## src/rtl/fetch_queue_unit_pkg.sv

```systemverilog
// fetch_queue_unit_pkg: shared widths, fetch defaults and the queue entry layout
package fetch_queue_unit_pkg;
    localparam int WORD = 32;
    localparam int INSTR_LEN = 32;
    localparam int FETCH_PC_STEP = 4;
    localparam int FETCH_Q_DEPTH = 4;
    typedef struct packed {
        logic [WORD-1:0] pc;
        logic [INSTR_LEN-1:0] instr;
    } fetch_entry_t;
endpackage

```

## src/rtl/fetch_queue_unit_if.sv

```systemverilog
// fetch_queue_unit_if: redirect (pc_src, branch_target), decode handshake (out_valid/out_ready, instruction, cur_pc) and status (fetch_pc, q_count)
interface fetch_queue_unit_if import fetch_queue_unit_pkg::*; #(parameter int DEPTH = FETCH_Q_DEPTH) ();
    logic pc_src;
    logic [WORD-1:0] branch_target;
    logic out_ready;
    logic out_valid;
    logic [INSTR_LEN-1:0] instruction;
    logic [WORD-1:0] cur_pc;
    logic [WORD-1:0] fetch_pc;
    logic [$clog2(DEPTH):0] q_count;
    modport master (output pc_src, branch_target, out_ready, input out_valid, instruction, cur_pc, fetch_pc, q_count);
    modport slave (input pc_src, branch_target, out_ready, output out_valid, instruction, cur_pc, fetch_pc, q_count);
endinterface

```

## src/rtl/fetch_queue_unit_queue.sv

```systemverilog
// fetch_queue: DEPTH-entry FIFO with push/pop/flush, head data dout (0 when empty), count, full, empty
module fetch_queue #(
    parameter int W = 64,
    parameter int DEPTH = 4
) (
    input  logic                   clk,
    input  logic                   reset,
    input  logic                   push,
    input  logic                   pop,
    input  logic                   flush,
    input  logic [W-1:0]           din,
    output logic [W-1:0]           dout,
    output logic [$clog2(DEPTH):0] count,
    output logic                   full,
    output logic                   empty
);
    localparam int AW = $clog2(DEPTH);
    logic [W-1:0] mem [DEPTH];
    logic [AW-1:0] rd, wr;
    always_ff @(posedge clk)
        if (push) mem[wr] <= din;
    always_ff @(posedge clk) begin
        if (reset || flush) begin
            rd <= '0;
            wr <= '0;
            count <= '0;
        end else begin
            rd <= rd + AW'(pop);
            wr <= wr + AW'(push);
            count <= count + (AW+1)'(push) - (AW+1)'(pop);
        end
    end
    assign full = count == (AW+1)'(DEPTH);
    assign empty = count == '0;
    assign dout = empty ? '0 : mem[rd];
endmodule

```

## src/rtl/instr_mem.sv

```systemverilog
// instr_mem: combinational instruction ROM indexed by word address (word in, instr out)
module instr_mem import fetch_queue_unit_pkg::*; #(
    parameter int SIZE = 1024
) (
    input  logic [$clog2(SIZE)-3:0] word,
    output logic [INSTR_LEN-1:0]    instr
);
    assign instr = (INSTR_LEN'(word) << 20) | INSTR_LEN'(32'h13);
endmodule

```

## src/rtl/fetch_queue_unit.sv

```systemverilog
// fetch_queue_unit: PC sequencer + instr_mem read feeding a prefetch queue to decode; clk/reset plain, everything else on bus
module fetch_queue_unit import fetch_queue_unit_pkg::*; #(
    parameter int              SIZE = 1024,
    parameter int              DEPTH = FETCH_Q_DEPTH,
    parameter logic [WORD-1:0] RESET_PC = '0,
    parameter int              PC_STEP = FETCH_PC_STEP
) (
    input logic               clk,
    input logic               reset,
    fetch_queue_unit_if.slave bus
);
    fetch_entry_t head;
    logic [WORD-1:0] fetch_pc;
    logic [INSTR_LEN-1:0] instr;
    logic [$clog2(DEPTH):0] count;
    logic full, empty, push, pop;
    assign pop = !empty && bus.out_ready;
    assign push = !bus.pc_src && (!full || pop);
    instr_mem #(.SIZE(SIZE)) u_mem (
        .word  (fetch_pc[$clog2(SIZE)-1:2]),
        .instr (instr)
    );
    fetch_queue #(.W($bits(fetch_entry_t)), .DEPTH(DEPTH)) u_queue (
        .clk   (clk),
        .reset (reset),
        .push  (push),
        .pop   (pop),
        .flush (bus.pc_src),
        .din   ({fetch_pc, instr}),
        .dout  (head),
        .count (count),
        .full  (full),
        .empty (empty)
    );
    always_ff @(posedge clk) begin
        if (reset) fetch_pc <= RESET_PC;
        else if (bus.pc_src) fetch_pc <= bus.branch_target & ~WORD'(3);
        else if (push) fetch_pc <= fetch_pc + WORD'(PC_STEP);
    end
    assign bus.out_valid = !empty;
    assign bus.instruction = head.instr;
    assign bus.cur_pc = head.pc;
    assign bus.fetch_pc = fetch_pc;
    assign bus.q_count = count;
endmodule

```

## src/flat_wrapper.sv

```systemverilog
// flat-port wrapper written by rule: the top's interface ports become plain ports
module fetch_queue_unit_flat import fetch_queue_unit_pkg::*;
#(
    parameter int              SIZE = 1024,
    parameter int              DEPTH = FETCH_Q_DEPTH,
    parameter logic [WORD-1:0] RESET_PC = '0,
    parameter int              PC_STEP = FETCH_PC_STEP
)
  (clk, reset, bus_pc_src, bus_branch_target, bus_out_ready, bus_out_valid, bus_instruction, bus_cur_pc, bus_fetch_pc, bus_q_count);
  fetch_queue_unit_if #(.DEPTH(DEPTH)) bus_i ();
  input logic clk;
  input logic reset;
  input wire logic [$bits(bus_i.pc_src)-1:0] bus_pc_src;
  input wire logic [$bits(bus_i.branch_target)-1:0] bus_branch_target;
  input wire logic [$bits(bus_i.out_ready)-1:0] bus_out_ready;
  output wire logic [$bits(bus_i.out_valid)-1:0] bus_out_valid;
  output wire logic [$bits(bus_i.instruction)-1:0] bus_instruction;
  output wire logic [$bits(bus_i.cur_pc)-1:0] bus_cur_pc;
  output wire logic [$bits(bus_i.fetch_pc)-1:0] bus_fetch_pc;
  output wire logic [$bits(bus_i.q_count)-1:0] bus_q_count;
  assign bus_i.pc_src = bus_pc_src;
  assign bus_i.branch_target = bus_branch_target;
  assign bus_i.out_ready = bus_out_ready;
  assign bus_out_valid = bus_i.out_valid;
  assign bus_instruction = bus_i.instruction;
  assign bus_cur_pc = bus_i.cur_pc;
  assign bus_fetch_pc = bus_i.fetch_pc;
  assign bus_q_count = bus_i.q_count;
  fetch_queue_unit #(.SIZE(SIZE), .DEPTH(DEPTH), .RESET_PC(RESET_PC), .PC_STEP(PC_STEP)) u_core (.clk(clk), .reset(reset), .bus(bus_i));
endmodule
```

## config.mk

```make
export PLATFORM = sky130hd
export DESIGN_NAME = fetch_queue_unit_flat
export DESIGN_NICKNAME = d
export VERILOG_FILES = /design/src/rtl/fetch_queue_unit_pkg.sv /design/src/rtl/fetch_queue_unit_if.sv /design/src/rtl/fetch_queue_unit_queue.sv /design/src/rtl/instr_mem.sv /design/src/rtl/fetch_queue_unit.sv /design/src/flat_wrapper.sv
export SDC_FILE = /design/constraint.sdc
export NUM_CORES = 1
export LEC_CHECK = 0
export CAP_MARGIN = 0
export CELL_PAD_IN_SITES_DETAIL_PLACEMENT = 1
export CELL_PAD_IN_SITES_GLOBAL_PLACEMENT = 1
export CORE_ASPECT_RATIO = 1.5
export CORE_MARGIN = 1.5
export CORE_UTILIZATION = 42
export DETAILED_ROUTE_END_ITERATION = 16
export HOLD_SLACK_MARGIN = 0.06
export PLACE_DENSITY = 0.83
export SLEW_MARGIN = 20
export SYNTH_ARGS = -nofsm -noshare
export SYNTH_HDL_FRONTEND = slang
export SYNTH_SLANG_ARGS = --single-unit
```

## constraint.sdc

```tcl
create_clock -name clk -period 5.6 [get_ports clk]
set_input_delay 1.12 -clock clk [delete_from_list [all_inputs] [get_ports clk]]
set_output_delay 1.12 -clock clk [all_outputs]
set_load 0.01 [all_outputs]
```

After elaboration in Yosys (flattened, before gate mapping)
Memories as Yosys holds them, arrays and structs flattened. A register that Yosys moved wholly into a read port is not among the register bits. Index checks and enable logic that the tools add are counted.

Register bits after elaboration: 39. RAM bits: 160. Input port bits: 36. Output and inout port bits: 100. Logic and storage cells: 28. Memories kept: 1.

Memory list: u_core.u_queue.mem (depth 4, bits a word 40, read ports 1, clocked after memory_dff 1, wr ports 1, line fetch_queue_unit_queue.sv:18) `logic [W-1:0] mem [DEPTH];`.

$add $sub $neg: 5. Equal/unequal tests: 1. Mux-type cells: 6. Reduce and logical (&&, ||, !) cells: 10.

Operators with widths (count): 2-to-1 mux 32 bit (2); 2-to-1 mux 64 bit (1); adder 32 x 3 -> 32 bit, second input constant (1); adder 2 x 1 -> 2 bit (2); adder 3 x 1 -> 3 bit (1); equality test 3 bit, second input constant (1); zero test 1 bit (3); zero test 3 bit (1); subtractor 3 x 1 -> 3 bit (1); logical AND 1 bit (2); logical OR 1 bit (2); 2-to-1 mux 1 bit (2); 2-to-1 mux 2 bit (1); nonzero test 2 bit (1); OR reduction 2 bit (1).

Logic depth before layout (Yosys ltp)
Depth after elaboration: 7. Gate-level depth with buffers: 12. Gate-level depth less buffers: 11.

Modules after synthesis
Synthesis repeated with hierarchy kept, for this count alone.

Cells, all modules: 734. Area total of the unflattened synthesis: 12413.2 um^2.

Modules (own cells, without submodules): fetch_queue (times used 1, cells an instance 440, area an instance 10093.4 um^2); fetch_queue_unit (times used 1, cells an instance 260, area an instance 2072.0 um^2); instr_mem (times used 1, cells an instance 34, area an instance 247.7 um^2).

Worst setup path after synthesis
Ideal clock, no wire load.

Path kind: input to register. Start point: input bus_pc_src. End point: memory u_core.u_queue.mem[2][10] in the netlist's numbering (enable). Arrival time: 4.009 ns. Setup slack: 1.130 ns. Stages: 5. Buffers on the path: 2. Path through: clkbuf_1 -> clkbuf_1 -> nor2_1 -> inv_1 -> nor3b_1.

Longest elaborated chain between the ends: 4.

RTL lines: start: declaration (line flat_wrapper.sv:13) `input wire logic [$bits(bus_i.pc_src)-1:0] bus_pc_src;`; zero test 1 bit (line fetch_queue_unit.sv:18) `assign push = !bus.pc_src && (!full || pop);`; logical AND 1 bit (line fetch_queue_unit.sv:18); 2-to-1 mux 1 bit (line fetch_queue_unit_queue.sv:21) `if (push) mem[wr] <= din;`; 2-to-1 mux 1 bit (implied by the code) (line fetch_queue_unit_queue.sv:21); end: declaration (line fetch_queue_unit_queue.sv:18).

Every way passes these cells.

==> results by group <==
Run status
  • Status: complete, no violations

Global routing
  • Vias in the first global route: 4741
  • GRT Total Usage: 21.0%
  • Gr ovfl total: 0
  • Pin count of the biggest net entering global routing: 40
  • First-pass GRT wire length: 27000 um
  • Initial antenna violation count: 0

Critical path
  • Critical path startpoint category: flip-flop
  • WP data arrival: 2.80 ns
  • CP Class: flip-flop to primary output
  • Crit-path max FO: 19
  • Crit path capture type: primary output
  • Worst EP required: 4.48 ns

Drt
  • DRC Markers: 0
  • Vias/cell: 5.55
  • Post-Route WL: 17300 um
  • Routed vias: 4486
  • Post-DRT Antenna Nets: 0
  • Routed wire length per instance: 21.4 um
  • Drt pass-1 iters: 4
  • First DRT Iteration DRCs: 280

Timing
  • Crit path time final: 3.92 ns
  • Fin crit share: 70.1%
  • Post-Route Skew: 0.00859 ns
  • Setup TNS: 0 ns
  • Slew Viols, Final: 0
  • Final Hold Slack: 0.570 ns
  • Worst slew pin tran: 0.965 ns
  • Worst slew margin: 35.4%
  • Maximum clock rate: 255 MHz
  • RSZ-0062 raised after global routing: no
  • Hold Violations, Final: 0
  • Setup-failing EPs final: 0

Synth
  • Synth Flop Type: edfxtp_1
  • Yosys reg bits: 157
  • Ys Warns: 0
  • Mapped Avg Cell Area: 14.1 um^2
  • Synth top cells by count: 120 x edfxtp_1, 37 x dfxtp_1, 36 x buf_4
  • Most frequent cell after synthesis: edfxtp_1
  • Ranking of synthesized cells by area: edfxtp_1 52%, dfxtp_1 11%, mux4_2 9.7%
  • Post-synth EDFFs: 120
  • Mapped cell area: 6970 um^2
  • Seq/Total Area, Yosys: 62.4%
  • Synth top area share: 51.7%
  • Synthesized instance count: 494
  • Distinct cells, synth: 47
  • Async SR Flop Fraction: 0%
  • Largest area contributor in the netlist: edfxtp_1

CTS
  • CTS Buf Count: 17
  • Clk buf depth: 2
  • Clock transition at path regs: 0.06 ns
  • Hold bufs inserted after CTS: 0
  • Clock latency on the worst-skew pair: 0.42 ns
  • Root Buffer: clkbuf_16
  • Postcts setup bufs: 0
  • CTS H-tree depth: 4
  • CTS tree: built
  • CTS-repair resized insts: 0
  • Sink Count: 157

Floorplan
  • Core Area: 16200 um^2
  • DIE AREA: 17400 um^2
  • Starting Density: 43.0%
  • I/O pin total: 136
  • Num rows: 57
  • Die Y: 161 um
  • Die W: 108 um

Cells and area
  • Layout Nets: 632
  • # fillers: 1602
  • Share of the core filled with cells: 53.6%
  • Layout Area Growth over Synthesis: 24.4%
  • Layout cells sized above 1: 13.9%
  • Ant. Diodes: 0

Place
  • Port buffer count: 108
  • RePlAce Congestion: 0.788
  • Dpl hpwl: 11300 um

Power and ir drop
  • Leakage: 2.85 nW
  • Power per cell area: 317 nW/um^2
  • Peak supply drop: 173 uV

Job
  • Max_cap viols: 0

Min path
  • HP Class: flip-flop to flip-flop
cell type report:
cell class                      count  area, um^2  area share (%)
Sequential cell                   157        4350            50.1
Multi-Input combinational cell    283        2270            26.2
Timing Repair Buffer              119        1190            13.7
Clock buffer                       17         425            4.91
Tap cell                          206         258            2.97
Clock inverter                     15         136            1.57
Inverter                           12        45.0           0.520
layout by cell type, fill, tap and decap left out, drive strengths merged, types with 5 or more instances in the layout:
cell,synthesis,layout
a211oi,8,8
a21oi,6,6
a311oi,15,15
and2,7,7
and4,6,6
buf,50,11
clkbuf,16,17
clkdlybuf4s50,0,108
conb,1,25
dfxtp,37,37
edfxtp,120,120
ha,5,5
inv,12,18
mux4,30,30
nand2,20,20
nand3,18,18
nand4,9,9
nor2,29,29
nor2b,31,31
nor3,8,8
o21ai,11,11
o31ai,7,7
or3,7,7
or4,10,10
xor2,7,7
stage by stage:
step | std cells | instance area [um^2] | total power [mW] | setup slack (ns)
after floorplan | 518 | 7060 | 1.53 | 1.13
after global placement | 777 | 8100 | 1.67 | 1.78
after detailed placement | 777 | 8100 | 1.68 | 1.60
after CTS | 809 | 8660 | 2.77 | 1.58
after global routing | 809 | 8670 | 2.84 | 1.50
final | 809 | 8670 | 2.75 | 1.68
routing by layer:
| layer | wire, um | part of all wire, % | GRT usage, % |
|---|---|---|---|
| met1 | 6610 | 38 | 24.8 |
| met2 | 9550 | 55 | 37.9 |
| met3 | 906 | 5.2 | 4.10 |
| met4 | 259 | 1.5 | 6.82 |
| met5 | 0 | 0 | 0 |
flip-flops by register name (all words and copies together), names as in the netlist:
register	cells
u_core.u_queue.mem	120
u_core.bus.fetch_pc	30
u_core.u_queue.count	3
u_core.u_queue.rd	2
u_core.u_queue.wr	2
where the power goes:
part / switching [mW] / leakage [nW] / internal [mW]
logic: 0.141 / 1.16 / 0.160
registers: 0.0528 / 1.44 / 1.31
clock network: 0.473 / 0.264 / 0.617
total: 0.666 / 2.85 / 2.08
path summary, 6_finish.rpt:
| kind | from | endpoint | slack [ns] | cells after the start |
|---|---|---|---|---|
| worst max register to register | u_core.u_queue.count[1] | u_core.u_queue.count[2] | 2.54 | 11 |
| worst min register to register | u_core.bus.fetch_pc[3] | u_core.u_queue.mem[2][11] | 0.57 | 0 |
| worst max-delay path | u_core.u_queue.rd[0] | bus_cur_pc[21] | 1.68 | 4 |
| worst min-delay path | u_core.bus.fetch_pc[3] | u_core.u_queue.mem[2][11] | 0.57 | 0 |
worst max-delay path: stages (launching register included):
cell and delay (ns):
dfxtp_2 0.64, buf_4 0.46, mux4_2 0.57, nor2b_1 0.17, clkdlybuf4s50_1 0.52
logic make-up after synthesis:
family / share of synthesized area, %
other: 0.0538
xor gates and xnor gates: 1.38
and+or+nand+nor: 12.6
buffers and inverters: 6.68
muxes: 9.70
AOI/OAI and AO/OA: 6.05
adders and majority gates: 1.19
DFF: 62.4
(Power assumes the default switching activity.)
==> RTL edit: new RTL, same settings <==
The package constant `WORD` goes from 32 to 64.
--- a/src/rtl/fetch_queue_unit_pkg.sv
+++ b/src/rtl/fetch_queue_unit_pkg.sv
@@ -1,6 +1,6 @@
 // fetch_queue_unit_pkg: shared widths, fetch defaults and the queue entry layout
 package fetch_queue_unit_pkg;
-    localparam int WORD = 32;
+    localparam int WORD = 64;
     localparam int INSTR_LEN = 32;
     localparam int FETCH_PC_STEP = 4;
     localparam int FETCH_Q_DEPTH = 4;
Ports: changed (resized bus_branch_target, bus_cur_pc and bus_fetch_pc); port bits go from 136 to 232. The function was not compared with the original's and may differ.
==> RTL edit against the original RTL <==
Maximum frequency shrank 7.7%; die area increased by 92%; area after synthesis up 95%; global-route usage is 1.9 points higher; power is 96% higher; hold slack is essentially flat; critical path depth unchanged; wire length rose by 120%; sequential cell count up 160; worst setup slack got worse by 0.33 ns; design area is 96% higher; largest cell class unchanged.
==> RTL edit: results (changes against the original RTL) <==
| Metric | Value |
|---|---|
| Layout cells sized above 1 | 13.4% (was 13.9%) |
| Critical path data arrival time | 3.13 ns (was 2.80 ns) |
| Gr usage total | 22.9% (was 21.0%) |
| Nets | 1194 (was 632) |
| Leakage Power | 5.45 nW (was 2.85 nW) |
| Peak supply drop | 0.213 mV (was 0.173 mV) |
| Regs by FF count | u_core.u_queue.mem (248), u_core.bus.fetch_pc (62), u_core.u_queue.count (3) (was u_core.u_queue.mem (120), u_core.bus.fetch_pc (30), u_core.u_queue.count (3)) |
| Gpl congestion | 0.774 (was 0.788) |
| Vias in the first global route | 9437 (was 4741) |
| First-pass GRT wire length | 57600 um (was 27000 um) |
| I/O Buffers | 204 (was 108) |
| H-tree Lvls | 1 (was 4) |
| Drt wl/cell | 24.4 um (was 21.4 um) |
| Synth cell types | 48 (was 47) |
| DRT iter0 DRCs | 524 (was 280) |
| DR vias | 8826 (was 4486) |
| Synth top cells by count | edfxtp_1, dfxtp_1, nor2b_1, nor2_1, mux4_2 (was edfxtp_1, dfxtp_1, buf_4, nor2b_1, mux4_2) |
| Register area share after synthesis | 65.0% (was 62.4%) |
| HPWL Detailed | 24900 um (was 11300 um) |
| CTS max path bufs | 3 (was 2) |
| Area contributors post-synth | edfxtp_1, mux4_2, dfxtp_1 (was edfxtp_1, dfxtp_1, mux4_2) |
| Max-slew headroom | 35.2% (was 35.4%) |
| Placement Cell Area | 0.0160 mm2 (was 0.00810 mm2) |
| Worst skew pair latency | 0.56 ns (was 0.42 ns) |
| Outcome | complete, no violations (unchanged) |
| DR pass1 iterations | 5 (was 4) |
| Cts bufs inserted | 30 (was 17) |
-- RTL edit: cells by family after synthesis --
| kind of cell | share of synthesized area [%] |
|---|---|
| AO/OA/AOI/OAI | 5.23 |
| XOR/XNOR | 2.19 |
| adder cells (fa/ha/maj) | 0.608 |
| buffers and inverters | 4.09 |
| flip-flops | 65.0 |
| multiplexers | 10.4 |
| other | 0.0276 |
| AND/OR/NAND/NOR | 12.4 |
-- RTL edit: power by group --
group | switching, W | total [W] | internal (W)
Sequential | 0.000110 | 0.00275 | 0.00264
Clock | 0.000863 | 0.00207 | 0.00121
Combinational | 0.000267 | 0.000566 | 0.000299
Total | 0.00124 | 0.00539 | 0.00415
-- RTL edit: per-stage QoR --
step	cells	worst slack, ns
6_report	1553	1.35
3_3_place_gp	1498	1.61
3_5_place_dp	1498	1.58
2_1_floorplan	950	0.733
5_1_grt	1553	1.15
4_1_cts	1553	1.24
-- RTL edit: area by class of cell --
| type | count | area (um2) |
|---|---|---|
| Fill cell | 3134 | 14800 |
| Sequential cell | 317 | 8830 |
| Multi-Input combinational cell | 524 | 4340 |
| Timing Repair Buffer | 225 | 2210 |
| Clock buffer | 45 | 910 |
| Tap cell | 410 | 513 |
| Clock inverter | 10 | 96.3 |
| Inverter | 22 | 82.6 |
-- RTL edit: worst max-delay path: stages, from the launching register on --
cell and delay [ns]:
dfxtp_4 0.82, buf_4 0.47, mux4_2 0.56, nor2b_1 0.16, clkdlybuf4s50_1 0.54
-- RTL edit: layer usage --
| layer | part of all wire, % | global-route usage (%) | vias to the layer above |
|---|---|---|---|
| met2 | 55 | 42.7 | 294 |
| met4 | 2.5 | 7.12 | 0 |
| li1 | - | - | 3917 |
| met3 | 4.8 | 2.27 | 59 |
| met5 | 0 | 0 | - |
| met1 | 38 | 27.4 | 4556 |
-- RTL edit: path summary, 6_finish.rpt --
kind                                               from                        end  slack (ns)
worst max-delay path               u_core.u_queue.rd[0]             bus_cur_pc[21]        1.35
worst min-delay path            u_core.bus.fetch_pc[60]  u_core.u_queue.mem[0][68]        0.57
worst max register to register  u_core.bus.fetch_pc[13]    u_core.bus.fetch_pc[63]        2.37
worst min register to register  u_core.bus.fetch_pc[60]  u_core.u_queue.mem[0][68]        0.57
